File: config.mk
export PLATFORM = sky130hd
export DESIGN_NAME = ram_s1p1c_arb2
export DESIGN_NICKNAME = d
export VERILOG_FILES = /design/src/rtl/ram_s1p1c_arb2.sv
export SDC_FILE = /design/constraint.sdc
export NUM_CORES = 1
export LEC_CHECK = 0
export ABC_AREA = 1
export BUFFER_PORTS_ARGS = -buffer_cell sky130_fd_sc_hd__buf_2
export CAP_MARGIN = 30
export CORE_ASPECT_RATIO = 0.7
export CORE_UTILIZATION = 39
export CTS_CLUSTER_SIZE = 14
export DETAILED_ROUTE_END_ITERATION = 8
export PLACE_DENSITY_LB_ADDON = 0.08
export SLEW_MARGIN = 20
export SYNTH_ARGS = -nofsm -noshare
export SYNTH_HDL_FRONTEND = slang
export SYNTH_SLANG_ARGS = --single-unit
File: constraint.sdc
create_clock -name clk_i -period 1.7 [get_ports clk_i]
set_clock_uncertainty 0.15 [all_clocks]
set_input_delay 0.425 -clock clk_i [delete_from_list [all_inputs] [get_ports clk_i]]
set_output_delay 0.425 -clock clk_i [all_outputs]
set_load 0.005 [all_outputs]
File: src/rtl/ram_s1p1c_arb2.sv
// ram_s1p1c_arb2
//   Front-end controller for a single-port RAM with 1-cycle read latency,
//   shared by two requesters.
//
//   Round-robin arbitration grants at most one access per cycle, so the RAM
//   only ever sees one master. Read data is steered back to the requester
//   that issued the read. A clear sequencer writes CLEAR_VALUE to every
//   address after reset (when CLEAR_ON_RESET=1) and whenever clear_i is
//   pulsed while serving.
//
// Ports
//   clk_i        clock, all logic on the rising edge
//   rst_i        synchronous active-high reset
//   clear_i      1-cycle pulse, starts a clear (only honoured while serving)
//   busy_o       1 while the clear sequencer owns the RAM
//   req_valid_i  per-requester access request
//   req_ready_o  per-requester grant
//   req_we_i     per-requester write enable (0 = read)
//   req_addr_i   per-requester address
//   req_data_i   per-requester write data
//   rsp_valid_o  registered one-hot read-response strobe
//   rsp_data_o   read data, valid whenever a rsp_valid_o bit is set
//   ram_we_o     RAM write enable
//   ram_addr_o   RAM address
//   ram_data_o   RAM write data
//   ram_data_i   RAM read data (arrives one cycle after the address)
//   dbg_state    current FSM state: 0 = CLEAR, 1 = SERVE
//
// Handshake: a request from requester g is accepted in the cycle where
// req_valid_i[g] and req_ready_o[g] are both 1. A requester may drop
// req_valid_i before it is granted. Responses carry no backpressure; the
// requester must accept rsp_valid_o in the cycle it is asserted.

`timescale 1ns/1ps

module ram_s1p1c_arb2 #(
   parameter int                     WORD_WIDTH     = 8,
   parameter int                     WORD_COUNT     = 256,
   parameter bit                     CLEAR_ON_RESET = 1'b1,
   parameter logic [WORD_WIDTH-1:0]  CLEAR_VALUE    = '0,
   localparam int                    ADDR_WIDTH     = (WORD_COUNT > 1) ? $clog2(WORD_COUNT) : 1
) (
   input  logic                             clk_i,
   input  logic                             rst_i,
   input  logic                             clear_i,
   output logic                             busy_o,
   input  logic [1:0]                       req_valid_i,
   output logic [1:0]                       req_ready_o,
   input  logic [1:0]                       req_we_i,
   input  logic [1:0][ADDR_WIDTH-1:0]       req_addr_i,
   input  logic [1:0][WORD_WIDTH-1:0]       req_data_i,
   output logic [1:0]                       rsp_valid_o,
   output logic [WORD_WIDTH-1:0]            rsp_data_o,
   output logic                             ram_we_o,
   output logic [ADDR_WIDTH-1:0]            ram_addr_o,
   output logic [WORD_WIDTH-1:0]            ram_data_o,
   input  logic [WORD_WIDTH-1:0]            ram_data_i,
   output logic                             dbg_state
);

   typedef enum logic {
      ST_CLEAR = 1'b0,
      ST_SERVE = 1'b1
   } state_t;

   localparam state_t RESET_STATE = CLEAR_ON_RESET ? ST_CLEAR : ST_SERVE;
   localparam logic [ADDR_WIDTH-1:0] CLR_LAST = ADDR_WIDTH'(WORD_COUNT - 1);

   state_t                  state_q;
   state_t                  state_d;
   logic [ADDR_WIDTH-1:0]   clr_cnt_q;
   logic [ADDR_WIDTH-1:0]   clr_cnt_d;
   logic                    rr_ptr_q;
   logic [1:0]              rsp_valid_q;
   logic [1:0]              rsp_valid_d;

   logic                    grant_any;
   logic                    grant_idx;
   logic                    clr_last;
   logic                    ram_we_raw;

   assign clr_last = (clr_cnt_q == CLR_LAST);

   // ------------------------------------------------------------------
   // FSM: state register
   // ------------------------------------------------------------------
   always_ff @(posedge clk_i) begin
      if (rst_i) begin
         state_q <= RESET_STATE;
      end else begin
         state_q <= state_d;
      end
   end

   // ------------------------------------------------------------------
   // FSM: next-state logic
   // ------------------------------------------------------------------
   always_comb begin
      state_d = state_q;
      case (state_q)
         ST_CLEAR: begin
            // clear_i is deliberately not looked at here: a running clear
            // simply finishes.
            if (clr_last) begin
               state_d = ST_SERVE;
            end
         end
         ST_SERVE: begin
            if (clear_i) begin
               state_d = ST_CLEAR;
            end
         end
         default: state_d = RESET_STATE;
      endcase
   end

   // ------------------------------------------------------------------
   // Arbitration. Only active while serving and no clear is being
   // requested; clear_i wins over both requesters in its pulse cycle.
   // With both requesters valid, rr_ptr picks the winner; a lone
   // requester always wins regardless of rr_ptr.
   // ------------------------------------------------------------------
   always_comb begin
      grant_any = 1'b0;
      grant_idx = 1'b0;
      if ((state_q == ST_SERVE) && !clear_i) begin
         if (req_valid_i[0] && req_valid_i[1]) begin
            grant_any = 1'b1;
            grant_idx = rr_ptr_q;
         end else if (req_valid_i[0]) begin
            grant_any = 1'b1;
            grant_idx = 1'b0;
         end else if (req_valid_i[1]) begin
            grant_any = 1'b1;
            grant_idx = 1'b1;
         end
      end
   end

   // ------------------------------------------------------------------
   // FSM: output logic (RAM port mux, grants, busy)
   // ------------------------------------------------------------------
   always_comb begin
      busy_o      = 1'b0;
      req_ready_o = 2'b00;
      ram_we_raw  = 1'b0;
      ram_addr_o  = '0;
      ram_data_o  = '0;
      case (state_q)
         ST_CLEAR: begin
            busy_o     = 1'b1;
            ram_we_raw = 1'b1;
            ram_addr_o = clr_cnt_q;
            ram_data_o = CLEAR_VALUE;
         end
         ST_SERVE: begin
            if (grant_any) begin
               req_ready_o[grant_idx] = 1'b1;
               ram_we_raw             = req_we_i[grant_idx];
               ram_addr_o             = req_addr_i[grant_idx];
               ram_data_o             = req_data_i[grant_idx];
            end
         end
         default: begin
            busy_o = 1'b0;
         end
      endcase
   end

   // The RAM must never be written while reset is held, even in the
   // cycle where the FSM still sits in CLEAR from the previous reset edge.
   assign ram_we_o = ram_we_raw & ~rst_i;

   // ------------------------------------------------------------------
   // Clear counter and response strobe next values
   // ------------------------------------------------------------------
   always_comb begin
      clr_cnt_d = clr_cnt_q;
      if (state_q == ST_CLEAR) begin
         clr_cnt_d = clr_last ? '0 : clr_cnt_q + 1'b1;
      end
   end

   // A granted read produces a one-hot strobe for the issuing requester
   // one cycle later, aligned with the RAM's registered read data.
   always_comb begin
      rsp_valid_d = 2'b00;
      if (grant_any && !req_we_i[grant_idx]) begin
         rsp_valid_d[grant_idx] = 1'b1;
      end
   end

   // ------------------------------------------------------------------
   // Datapath registers. Reset drops any response that was about to be
   // presented and restarts a running clear from address 0.
   // ------------------------------------------------------------------
   always_ff @(posedge clk_i) begin
      if (rst_i) begin
         clr_cnt_q   <= '0;
         rr_ptr_q    <= 1'b0;
         rsp_valid_q <= 2'b00;
      end else begin
         clr_cnt_q   <= clr_cnt_d;
         rsp_valid_q <= rsp_valid_d;
         // The loser of this cycle gets priority next time both compete.
         if (grant_any) begin
            rr_ptr_q <= ~grant_idx;
         end
      end
   end

   assign rsp_valid_o = rsp_valid_q;
   // The RAM read data register already provides the 1-cycle alignment.
   assign rsp_data_o  = ram_data_i;
   assign dbg_state   = (state_q == ST_SERVE);

   // ------------------------------------------------------------------
   // Structural properties
   // ------------------------------------------------------------------
   a_ready_onehot : assert property (@(posedge clk_i) disable iff (rst_i)
      $onehot0(req_ready_o));

   a_rsp_onehot : assert property (@(posedge clk_i) disable iff (rst_i)
      $onehot0(rsp_valid_o));

   a_ready_needs_valid : assert property (@(posedge clk_i) disable iff (rst_i)
      (req_ready_o & ~req_valid_i) == 2'b00);

   a_no_grant_in_clear : assert property (@(posedge clk_i) disable iff (rst_i)
      (state_q == ST_CLEAR) |-> (req_ready_o == 2'b00));

endmodule
After elaboration in Yosys (flattened, before gate mapping). Index checks and enable logic that the tools add are counted.

Register bits after elaboration: 12. Bits in latches: 0. Memory bits (writable): 0. Memory bits (read-only): 0. Output and inout port bits: 31. Word-level logic and storage cells: 48. Memories: 0.

Add/sub/neg operators: 1. $mul: 0. Div/mod/pow operators: 0. Order comparisons: 2. Equality and inequality tests: 1. Shifts and indexed selects: 0. Muxes and demuxes: 28. Bitwise logic cells: 5. Reduce and logical (&&, ||, !) cells: 7.

Operator list (count): $mux 8 (7); $pmux 8 s2 (2); $mux 1 (14); $add 8x1->8 const B (1); $eq 8x8->1 const B (1); $logic_and 1x1->1 (4); $mux 2 (2); $not 1->1 (4); $pmux 1 s2 (2); $logic_not 1->1 (2); $lt 1x2->1 const B (1); $reduce_or 2->1 (1); $and 1x1->1 (1); $demux 1 s1 (1); $ge 1x1->1 const B (1).

Depth between registers and ports, before layout.
Word-level depth: 10. Gate-level depth with buffers: 9. Mapped depth without buffers: 8.

Worst setup path after synthesis. OpenSTA, ideal clock, no wires.

Kind: input-to-output. From: in req_valid_i[1]. To: out ram_data_o[0]. Data arrival time: 1162 ps. Required time: 1125 ps. Setup slack: -37 ps. Cell stages on the path: 9. Buffers on the path: 1. Cell sequence: buf_2 -> inv_1 -> nand2_1 -> nand2_4 -> clkinv_2 -> nand2_4 -> inv_4 -> nand2_1 -> nand2_1.

Longest elaborated chain between the ends: 8. Elaborated cells on any way between the ends: 12.

Ends and longest elaborated chain: from (decl) (line 47) `input logic [1:0] req_valid_i,`; $mux 1 (line 133) `end else if (req_valid_i[1]) begin`; $mux 1 (line 130) `end else if (req_valid_i[0]) begin`; $mux 1 (line 127) `if (req_valid_i[0] && req_valid_i[1]) begin`; $mux 1 (line 126) `if ((state_q == ST_SERVE) && !clear_i) begin`; $mux 8 (implied by the code) (2 in a row) (line 161) `ram_data_o = req_data_i[grant_idx];`; $mux 8 (*) (line 157) `if (grant_any) begin`; $pmux 8 s2 (*) (line 149) `case (state_q)`; to (decl) (line 56) `output logic [WORD_WIDTH-1:0] ram_data_o,`.

Every way passes the cells marked *; elsewhere a longest branch is shown, timed or not. The select of a mux whose other input is x is not followed.

Worst setup path after layout.
From: reg state_q, in the netlist dbg_state. To: out ram_addr_o[7].

Longest elaborated chain between the ends: 6. Elaborated cells on any way between the ends: 8.

Ends and longest elaborated chain: from (decl) (line 69) `state_t state_q;`; from (signal assigned) (line 91) `state_q <= state_d;`; $logic_and 1x1->1 (line 126); $mux 1 (line 126); $mux 8 (implied by the code) (2 in a row) (line 160) `ram_addr_o = req_addr_i[grant_idx];`; $mux 8 (line 157); $pmux 8 s2 (*) (line 149); to (decl) (line 55) `output logic [ADDR_WIDTH-1:0] ram_addr_o,`.

Marks and branches as above.

==> impl_metrics.csv <==
group,metric,value,unit
pwr,p_sw,154.3,µW
clock_network,cts_made_buffers,3,
worst_setup_path,cp_slowest_cell,"dfxtp_2",
cells_and_area,area_delta_synth_final,45.27,%
pwr,vdd.ir_drop.worst,0.0002764,V
placed_design,dp.cells,259,
floorplan,die_w,61.87,µm
detailed_routing,dr_wl_met2,1285,µm
sta,hold_ws,0.2540,ns
cells_and_area,final_area,1421,µm²
worst_setup_path,cp.depth,7,
detailed_routing,drc,0,
outcome,outcome,"finished, violations left",
floorplan,fp.dieH,43.91,µm
grt,overflow,0,
sta,tightest_slew,0.3262,ns
worst_setup_path,slowest_delay,0.34,ns
pwr,power_density,410.4,nW/µm²
floorplan,dieArea,2716,µm²
sta,post-route-min-period,1.919,ns
worst_setup_path,start_kind,"register",
clock_network,clock_latency,0.27,ns
worst_setup_path,crit_required,1.12,ns
pwr,intPower,429.1,µW
worst_setup_path,worst-path-buf-inv,3,
floorplan,top_level_ports,78,
detailed_routing,drt_wl_total,2911,µm
sta,fmaxAchievable,521.0,MHz
floorplan,row_count,14,
grt,grt_pass1_wl,4402,µm
cells_and_area,final_cell_mix,"nand2_1 (78), buf_2 (61), nor2_1 (16)",
worst_hold_path,min_path_cells,2,
detailed_routing,dr_wl_met3,220,µm
worst_setup_path,crit_chain,"inv_2 > nor2_8 > nand3_4 > inv_4 > nand2_1 > nand3b_1 > buf_2",
grt,grt_usage,21.93,%
worst_setup_path,cp-end-kind,"output pin",
placed_design,io_buffers,61,
worst_setup_path,ff2ff_path_depth,7,
yosys,synthDistinctLibCells,23,
worst_setup_path,crit_fanout,11,
worst_setup_path,cp.arrival,1.34,ns
placed_design,pre_cts_ws,-0.1839,ns
sta,setup_slack,-0.2193,ns
sta,hold_viol,0,
yosys,syn_area,978.4,µm²
cells_and_area,diodes,0,
pwr,switching_share,26.44,%
yosys,ys_seq_area_share,24.55,%
cells_and_area,fillers,220,
yosys,synth-seq-cells,12,
pwr,p_leak,0.8531,nW
pwr,power_frac_comb,19.6,%
sta,maxSlewHeadroom,78.17,%
detailed_routing,ant_nets,0,
grt,grt_pass1_vias,1055,
detailed_routing,post_drt_via_cell_ratio,4.746,
clock_network,clock_sinks,12,
clock_network,root_buffer,"clkbuf_4",
sta,finalCritPeriodShare,112.9,%
cells_and_area,register_area,241.5,µm²
detailed_routing,routed.top_layer,"met4",
cells_and_area,multi_input_area,610.6,µm²
detailed_routing,drt_iter0_drc,42,
clock_network,clock_path_buffers,2,
yosys,synth.avg_cell_area,5.859,µm²
run,maxCapViolCount,0,
detailed_routing,drt-met1-wl,1356,µm
clock_network,postCtsHoldBufs,0,
cells_and_area,final_nets,286,
yosys,yosysWarningCount,0,
grt,grt_antenna_before_repair,0,
clock_network,h-tree-depth,1,
cells_and_area,stdcell_count,268,
yosys,syn_nets,215,
placed_design,dpl_cell_area,1318,µm²
clock_network,cts_tree,"yes",
floorplan,initial_core_util,43.30,%
clock_network,clkTransAtPathRegs,0.08,ns
outcome,violations,"negative setup slack",
sta,finalMaxSlewViolations,0,
worst_hold_path,hp-class,"in -> reg",
pwr,power_frac_seq,50.4,%
grt,grt_max_degree,14,
sta,report.final.setup_viol,19,
yosys,synth_cells,167,
floorplan,core_area,2260,µm²
placed_design,hpwl,2279,µm
detailed_routing,drt_first_pass_iters,4,
placed_design,gp_congestion,0.8681,
cells_and_area,final_common_cell,"nand2_1",
pwr,p_clk_share,30.1,%
cells_and_area,layout-drive-gt1-share,39.41,%
worst_setup_path,cp_top_family,"simple AND/OR/NAND/NOR gates",
detailed_routing,wl_per_cell,10.86,µm
detailed_routing,vias,1272,
worst_setup_path,critical_path_class,"reg -> out",
sta,rsz0062_at_grt,"true",
what timing repair did:
action / in CTS / in global routing
gates cloned: 1 / 0
buffers inserted: 5 / 0
gates resized for setup: 10 / 2
pin swaps: 5 / 3
endpoints found under the setup margin: 19 / 19
sequential cells by signal, indices dropped and copies added (netlist names):
| register | flops |
|---|---|
| clr_cnt_q | 8 |
| dbg_state | 1 |
| rr_ptr_q | 1 |
| rsp_valid_o | 2 |
final timing paths:
check                   startpoint                         to  slack (ns)
max           dbg_state$_SDFF_PP0_              ram_addr_o[7]       -0.22
min reg2reg  rr_ptr_q$_SDFFE_PP0P_      rr_ptr_q$_SDFFE_PP0P_        0.36
min                          rst_i  clr_cnt_q[4]$_SDFFE_PP0N_        0.25
max reg2reg   dbg_state$_SDFF_PP0_  clr_cnt_q[7]$_SDFFE_PP0N_        0.17
synthesized netlist by cell type, drive strengths merged:
| cell type | instances | area, µm² |
|---|---|---|
| o21ai | 1 | 5.000 |
| inv | 16 | 62.57 |
| buf | 11 | 81.33 |
| nand4 | 9 | 56.30 |
| nand3 | 7 | 47.55 |
| nor2 | 18 | 83.83 |
| nand2 | 83 | 329.1 |
| xor2 | 2 | 17.52 |
| o21bai | 1 | 7.510 |
| a21oi | 3 | 15.01 |
| dfxtp | 12 | 240.2 |
| ha | 1 | 12.51 |
| nand3b | 1 | 7.510 |
| clkinv | 1 | 5.000 |
| nor3b | 1 | 7.510 |
power groups by stage:
| stage | sequential, mW | combinational [mW] | clock, mW |
|---|---|---|---|
| after global routing | 0.294 | 0.128 | 0.191 |
| after floorplan | 0.298 | 0.0538 | 0 |
| after detailed placement | 0.300 | 0.106 | 0 |
| after CTS | 0.293 | 0.113 | 0.182 |
| after global placement | 0.300 | 0.104 | 0 |
| final | 0.294 | 0.114 | 0.175 |
metrics by stage:
stage	setup TNS, ns	total power, mW	utilization (%)
CTS	-3.433	0.5881	62.68
global route	-5.042	0.6135	62.90
finish	-3.533	0.5833	62.90
global placement	-2.221	0.4037	58.31
floorplan	0	0.3521	-
detailed placement	-2.516	0.4064	58.31
cell type report:
| type | instances | area share, % |
|---|---|---|
| inverter | 17 | 5.546 |
| timing repair buffer | 76 | 29.67 |
| tap | 32 | 2.817 |
| timing repair inverter | 1 | 0.4401 |
| clock buffer | 3 | 1.585 |
| multi-input combinational | 127 | 42.96 |
| sequential | 12 | 16.99 |
worst register-to-register path: cells and delay by family (launching register included):
| family | cells | cell delay (ns) |
|---|---|---|
| DFF | 1 | 0.33 |
| buffers and inverters | 2 | 0.29 |
| and+or+nand+nor | 5 | 0.65 |
metal layers:
layer	vias to the layer above	track usage, %
met5	-	0
met4	0	11.11
met3	8	3.582
met2	54	35.27
met1	557	28.16
li1	653	-
logic make-up (layout without fill, tap and decap cells):
logic type | count (synthesis) | count (layout) | synth area share [%]
simple gates | 119 | 119 | 54.35
buf+inv | 28 | 97 | 15.22
flops | 12 | 12 | 24.55
compound gates | 5 | 5 | 2.813
xor+xnor | 2 | 2 | 1.791
fa+ha+maj | 1 | 1 | 1.279
No activity file was read; power rests on OpenSTA's default activity.
